File: src/rtl/clk_div_bank.sv
// Multi-channel clock divider bank with handshake-loaded, boundary-aligned divide ratios.
// Optional macro SYNC_RESTART_EN adds a `restart` input that phase-aligns all channels.
module clk_div_bank #(
  parameter int CHANNELS    = 2,
  parameter int CNT_W       = 8,
  parameter int DEFAULT_DIV = 0,
  localparam int CH_W       = (CHANNELS > 1) ? $clog2(CHANNELS) : 1
) (
  input  logic                clk,
  input  logic                rst_n,
  input  logic [CHANNELS-1:0] en,
  input  logic                div_valid,
  output logic                div_ready,
  input  logic [CH_W-1:0]     div_chan,
  input  logic [CNT_W-1:0]    div_value,
`ifdef SYNC_RESTART_EN
  input  logic                restart,
`endif
  output logic [CHANNELS-1:0] out,
  output logic                busy
);

  typedef enum logic {ST_IDLE, ST_PEND} state_e;

  localparam logic [CH_W:0]    CH_LIMIT = (CH_W+1)'(CHANNELS);
  localparam logic [CNT_W-1:0] DIV_RST  = CNT_W'(DEFAULT_DIV);

  state_e              state_q, state_d;
  logic [CH_W-1:0]     chan_q, chan_d;
  logic [CNT_W-1:0]    value_q, value_d;
  logic [CHANNELS-1:0] bnd;
  logic [CHANNELS-1:0] apply_vec;
  logic                chan_ok;
  logic                restart_w;

`ifdef SYNC_RESTART_EN
  assign restart_w = restart;
`else
  assign restart_w = 1'b0;
`endif

  assign chan_ok   = ({1'b0, chan_q} < CH_LIMIT);
  assign div_ready = (state_q == ST_IDLE);
  assign busy      = (state_q == ST_PEND);

  // NOTE: every output of a combinational block gets a default first, so no path leaves a latch.
  always_comb begin
    state_d   = state_q;
    chan_d    = chan_q;
    value_d   = value_q;
    apply_vec = '0;
    case (state_q)
      ST_IDLE: begin
        if (div_valid) begin
          state_d = ST_PEND;
          chan_d  = div_chan;
          value_d = div_value;
        end
      end
      ST_PEND: begin
        if (!chan_ok) begin
          state_d = ST_IDLE;
        end else if (!restart_w) begin
          // A restart edge defers the apply to the next boundary seen afterwards.
          for (int i = 0; i < CHANNELS; i++) begin
            if (chan_q == CH_W'(i) && bnd[i]) begin
              apply_vec[i] = 1'b1;
              state_d      = ST_IDLE;
            end
          end
        end
      end
      default: state_d = ST_IDLE;
    endcase
  end

  // NOTE: state registers use non-blocking assignments so every flop samples pre-edge values.
  always_ff @(posedge clk or negedge rst_n) begin
    if (!rst_n) begin
      state_q <= ST_IDLE;
      chan_q  <= '0;
      value_q <= '0;
    end else begin
      state_q <= state_d;
      chan_q  <= chan_d;
      value_q <= value_d;
    end
  end

  for (genvar g = 0; g < CHANNELS; g++) begin : g_chan
    logic [CNT_W-1:0] cnt_q, cnt_d;
    logic [CNT_W-1:0] div_q, div_d;
    logic             out_q, out_d;
    logic             at_wrap;

    assign at_wrap = (cnt_q == div_q);
    // Safe apply point: end of a half-period, or a channel that is not counting.
    assign bnd[g]  = !en[g] || at_wrap;
    assign out[g]  = out_q;

    always_comb begin
      cnt_d = cnt_q;
      div_d = div_q;
      out_d = out_q;
      if (apply_vec[g]) div_d = value_q;
      if (restart_w) begin
        cnt_d = '0;
        out_d = 1'b0;
      end else begin
        if (en[g]) begin
          if (at_wrap) begin
            cnt_d = '0;
            out_d = ~out_q;
          end else begin
            cnt_d = cnt_q + 1'b1;
          end
        end
        if (apply_vec[g]) cnt_d = '0;
      end
    end

    // NOTE: the divide registers are reset too, so a cleared block always runs at DEFAULT_DIV.
    always_ff @(posedge clk or negedge rst_n) begin
      if (!rst_n) begin
        cnt_q <= '0;
        div_q <= DIV_RST;
        out_q <= 1'b0;
      end else begin
        cnt_q <= cnt_d;
        div_q <= div_d;
        out_q <= out_d;
      end
    end
  end

endmodule

File: config.mk
export PLATFORM = sky130hd
export DESIGN_NAME = clk_div_bank
export DESIGN_NICKNAME = d
export VERILOG_FILES = /design/src/rtl/clk_div_bank.sv
export SDC_FILE = /design/constraint.sdc
export NUM_CORES = 1
export LEC_CHECK = 0
export CORE_UTILIZATION = 57
export DETAILED_ROUTE_END_ITERATION = 8
export PLACE_DENSITY = 0.79
export SKIP_CTS_REPAIR_TIMING = 1
export SYNTH_ARGS = -nofsm -noshare
export SYNTH_HDL_FRONTEND = slang
export SYNTH_SLANG_ARGS = --single-unit
File: constraint.sdc
create_clock -name clk -period 1.96 [get_ports clk]
set_clock_uncertainty 0.2 [all_clocks]
set_input_delay 0.392 -clock clk [delete_from_list [all_inputs] [get_ports clk]]
set_output_delay 0.392 -clock clk [all_outputs]
set_load 0.02 [all_outputs]
## Yosys cells after proc, flatten, opt, wreduce, memory -nomap -nowiden

Index checks and enable logic that the tools add are counted.

- Input port bits: 14
- Logic and storage cells: 41
- Flip-flop bits (word level): 44
- Output and inout port bits: 4

- Reduce and logical (&&, ||, !) cells: 11
- Equal/unequal tests: 2
- Bitwise logic cells: 4
- Add/sub/neg operators: 2
- Multiplexer cells: 13

Operator list:

| cell | number |
|---|---|
| two-way mux 8 bit | 6 |
| adder 8 x 1 -> 8 bit (second input constant) | 2 |
| equality test 8 bit | 2 |
| AND reduction 2 bit | 3 |
| two-way mux 1 bit | 5 |
| NOT 1 bit | 4 |
| nonzero test 2 bit | 2 |
| logical AND 1 bit | 2 |
| logical NOT 1 bit | 2 |
| logical OR 1 bit | 2 |
| two-way mux 2 bit | 1 |
| case mux 1 bit (2 select lines) | 1 |

## Longest topological paths before layout

- Depth after elaboration: 6
- Depth in mapped cells: 6
- Mapped depth without buffers: 6

## Worst setup path before layout

OpenSTA, ideal clock, no wires.

- Path type: register to register
- Start point: reg state_q, in the netlist busy
- End point: reg g_chan[0].div_q[0]
- Cell stages (with the launch flop): 5
- Arrival time: 1401 ps
- Period minus slack after synthesis: 1726 ps
- Setup slack: 234 ps
- Required time: 1635 ps
- Library setup time: 125 ps
- Buffers on the path: 0
- Cell sequence: dfrtp_1 inv_1 nor2_1 nand2_2 mux2_2

- Longest elaborated chain between the ends: 1

Ends and longest elaborated chain:

| item | line | RTL |
|---|---|---|
| start, declared | 28 | `state_e state_q, state_d;` |
| start signal, assigned | 84 | `state_q <= state_d;` |
| two-way mux 2 bit | 52 | `case (state_q)` |
| end signal, assigned | 130 | `div_q <= div_d;` |
| end, declared | 92 | `logic [CNT_W-1:0] div_q, div_d;` |

Every way passes these cells.
A chain may end at the register's enable or synchronous reset.

## Worst setup path in the final report

- Start point: reg g_chan[0].cnt_q[4]
- End point: reg g_chan[0].cnt_q[5]

- Longest elaborated chain between the ends: 6
- Elaborated cells on any way between the ends: 10
- Classes of those cells: add/sub: 1; eq/ne: 1; mux: 5; reduce/logical: 3

Ends and longest elaborated chain:

| item | line | RTL |
|---|---|---|
| start, declared | 91 | `logic [CNT_W-1:0] cnt_q, cnt_d;` |
| start signal, assigned | 129 | `cnt_q <= cnt_d;` |
| branches (longest 6 deep; another with adder 8 x 1 -> 8 bit) | n/a |  |

Parallel ways; which one is timed is not known. The select of a mux whose other input is x is not followed.

==> impl_metrics.csv <==
group,metric,value,unit
floorplan,die_area,3909,um^2
critical_path,cp_max_fo,7,
logic_synthesis,synthFlopType,"dfrtp_1",
critical_path,worstRegToRegCells,6,
logic_synthesis,synth_edf_count,0,
sta,whs,0.2801,ns
sta,worst_pin_slew,0.4635,ns
sta,fmax,521.0,MHz
power_and_ir_drop,p_total,3.435,mW
grt,grt_pass1_wl,7051,um
routing,drt-pass1-iter-count,4,
placement,io_buffers,17,
clock_tree,clockBufferDepth,2,
floorplan,die_y,62.53,um
sta,fin_crit,1.919,ns
floorplan,dieWidth,62.53,um
placement,pre_cts_slack,0.08248,ns
logic_synthesis,yosys-top-cells-count,"dfrtp_1, mux2_2, xnor2_1",
clock_tree,numCtsBuffers,5,
final_layout,area_growth,19.95,%
logic_synthesis,synthArstFlopShare,100.0,%
routing,viasPerCell,5.492,
logic_synthesis,yosysTopAreaCellShare,52.73,%
logic_synthesis,ys_types,34,
clock_tree,path_clk_slew,0.13,ns
grt,antenna_found_initial,0,
logic_synthesis,yosys_register_bits,44,
routing,wl_per_cell,15.73,um
logic_synthesis,netlist_top_cells_area,"dfrtp_1, mux2_2, xnor2_1",
run_status,status,"finished clean",
grt,grt_usage,23.42,%
clock_tree,clock_latency,0.35,ns
flow_run,drv_cap,0,
clock_tree,cts_tree,"done",
grt,grt_overflow,0,
critical_path,cp.arrival,1.98,ns
final_layout,post-route-util,73.33,%
sta,setup_viol_count_final,0,
clock_tree,root_buffer,"clkbuf_4",
final_layout,fin_nets,229,
logic_synthesis,yosys_warnings,0,
critical_path,timing.critical_path.cells,"xnor2_1 > nand4_1 > o21ai_2 > buf_4 > nor3_1 > a211o_1",
routing,vias,1428,
final_layout,n_antenna_cell,0,
sta,maxSlewHeadroom,69.10,%
final_layout,drive_above_1_share,27.10,%
logic_synthesis,synth_most_common_cell,"dfrtp_1",
grt,grt_start_max_net_pins,23,
critical_path,critPathLaunchType,"flip-flop",
floorplan,core-area,3416,um^2
logic_synthesis,netlist_instances,178,
clock_tree,cts-htree-levels,2,
sta,fin_ws,0.04079,ns
logic_synthesis,synth_nets,194,
routing,first_iter_violations,116,
routing,drt_wl_total,4089,um
placement,place.gp.congestion,0.8550,
critical_path,endpoint_kind,"flip-flop",
worst_hold_path,hp-class,"flip-flop to flip-flop",
critical_path,cpPeakStageDelay,0.47,ns
critical_path,crit_required,2.02,ns
sta,timing.final.max_slew_violations,0,
routing,remaining_drc_errors,0,
power_and_ir_drop,ir_drop,0.0007488,V
logic_synthesis,avgSynthCellArea,11.73,um^2
logic_synthesis,synth_top_area_cell,"dfrtp_1",
placement,dp.final_hpwl,2968,um
routing,antenna_left,0,
critical_path,worst_path_max_delay_cell,"dfrtp_2",
power_and_ir_drop,p_leak,1.096,nW
sta,finalHoldViolCount,0,
sta,fin_crit_sh,97.92,%
critical_path,worstSetupPathType,"flip-flop to flip-flop",
power_and_ir_drop,power.density,1371,nW/um^2
floorplan,pin_count,18,
floorplan,start_util,61.14,%
grt,grt_pass1_vias,1497,
logic_synthesis,yosysSeqAreaShare,52.73,%
sta,fin_setup_tns,0,ns
floorplan,row_count,21,
logic_synthesis,synth_area,2088,um^2
clock_tree,clock-sinks,44,
worst_hold_path,hold_depth,1,
area by class of cell:
type,instances,area [um^2]
Clock buffer,5,37.54
Clock inverter,3,42.54
Fill cell,233,910.9
Inverter,4,15.01
Multi-Input combinational cell,125,948.4
Sequential cell,44,1106
Tap cell,46,57.56
Timing Repair Buffer,33,297.8
layer usage:
| metal | vias to the layer above | GRT usage, % | routed length (um) |
|---|---|---|---|
| met1 | 666 | 30.46 | 1764 |
| met3 | 15 | 5.292 | 203 |
| li1 | 692 | - | - |
| met2 | 55 | 38.99 | 1998 |
| met4 | 0 | 6.977 | 123 |
| met5 | - | 0 | 0 |
power by group:
part	internal [mW]	switching (mW)	leakage [nW]
Sequential	1.28	0.378	0.539
Clock	0.266	0.287	0.0412
Combinational	0.710	0.510	0.516
placed cells by master (no fill, tap or decap), types with 2 or more instances in the layout:
master	n
a211o_1	2
a21oi_1	2
a22o_1	3
and2_1	2
and3_1	3
buf_4	15
clkbuf_4	5
clkdlybuf4s50_1	12
dfrtp_1	40
dfrtp_2	4
dlymetal6s2s_1	4
ha_1	2
inv_1	4
mux2_2	25
nand2_1	15
nand3_1	6
nand4_1	6
nor2_1	8
nor2b_1	3
nor3_1	3
o21ai_0	6
o21ai_2	2
xnor2_1	21
xor2_1	3
sequential cells by signal (all words and copies together), names as in the netlist:
| register | flops |
|---|---|
| g_chan.cnt_q | 16 |
| busy | 1 |
| g_chan.out_q | 2 |
| value_q | 8 |
| chan_q | 1 |
| g_chan.div_q | 16 |
stage by stage:
step | area [um^2] | instances
2_1_floorplan | 2088 | 178
3_3_place_gp | 2370 | 248
3_5_place_dp | 2370 | 248
4_1_cts | 2450 | 256
5_1_grt | 2505 | 260
6_report | 2505 | 260
cells by family after synthesis:
| family | after synthesis | share of synthesized area [%] |
|---|---|---|
| multiplexers | 25 | 13.48 |
| flip-flops | 44 | 52.73 |
| buffers and inverters | 9 | 2.216 |
| XOR/XNOR | 25 | 10.49 |
| AO/OA/AOI/OAI | 21 | 7.012 |
| AND/OR/NAND/NOR | 52 | 12.88 |
| adder cells (fa/ha/maj) | 2 | 1.198 |
final timing paths:
path	start	slack (ns)	end
max	g_chan[0].cnt_q[4]	0.04	g_chan[0].cnt_q[5]
min reg2reg	g_chan[1].out_q	0.28	g_chan[1].out_q
max in group asynchronous	rst_n	0.72	g_chan[0].cnt_q[0]
max reg2reg	g_chan[0].cnt_q[4]	0.04	g_chan[0].cnt_q[5]
min	g_chan[1].out_q	0.28	g_chan[1].out_q
min in group asynchronous	rst_n	0.30	g_chan[0].div_q[7]
worst max-delay path, delay by kind of cell (launching register included):
| kind | cells | cell delay [ns] |
|---|---|---|
| flip-flops | 1 | 0.47 |
| buffers and inverters | 1 | 0.18 |
| AO/OA/AOI/OAI | 2 | 0.52 |
| XOR/XNOR | 1 | 0.20 |
| AND/OR/NAND/NOR | 2 | 0.25 |
(Power assumes the default switching activity.)
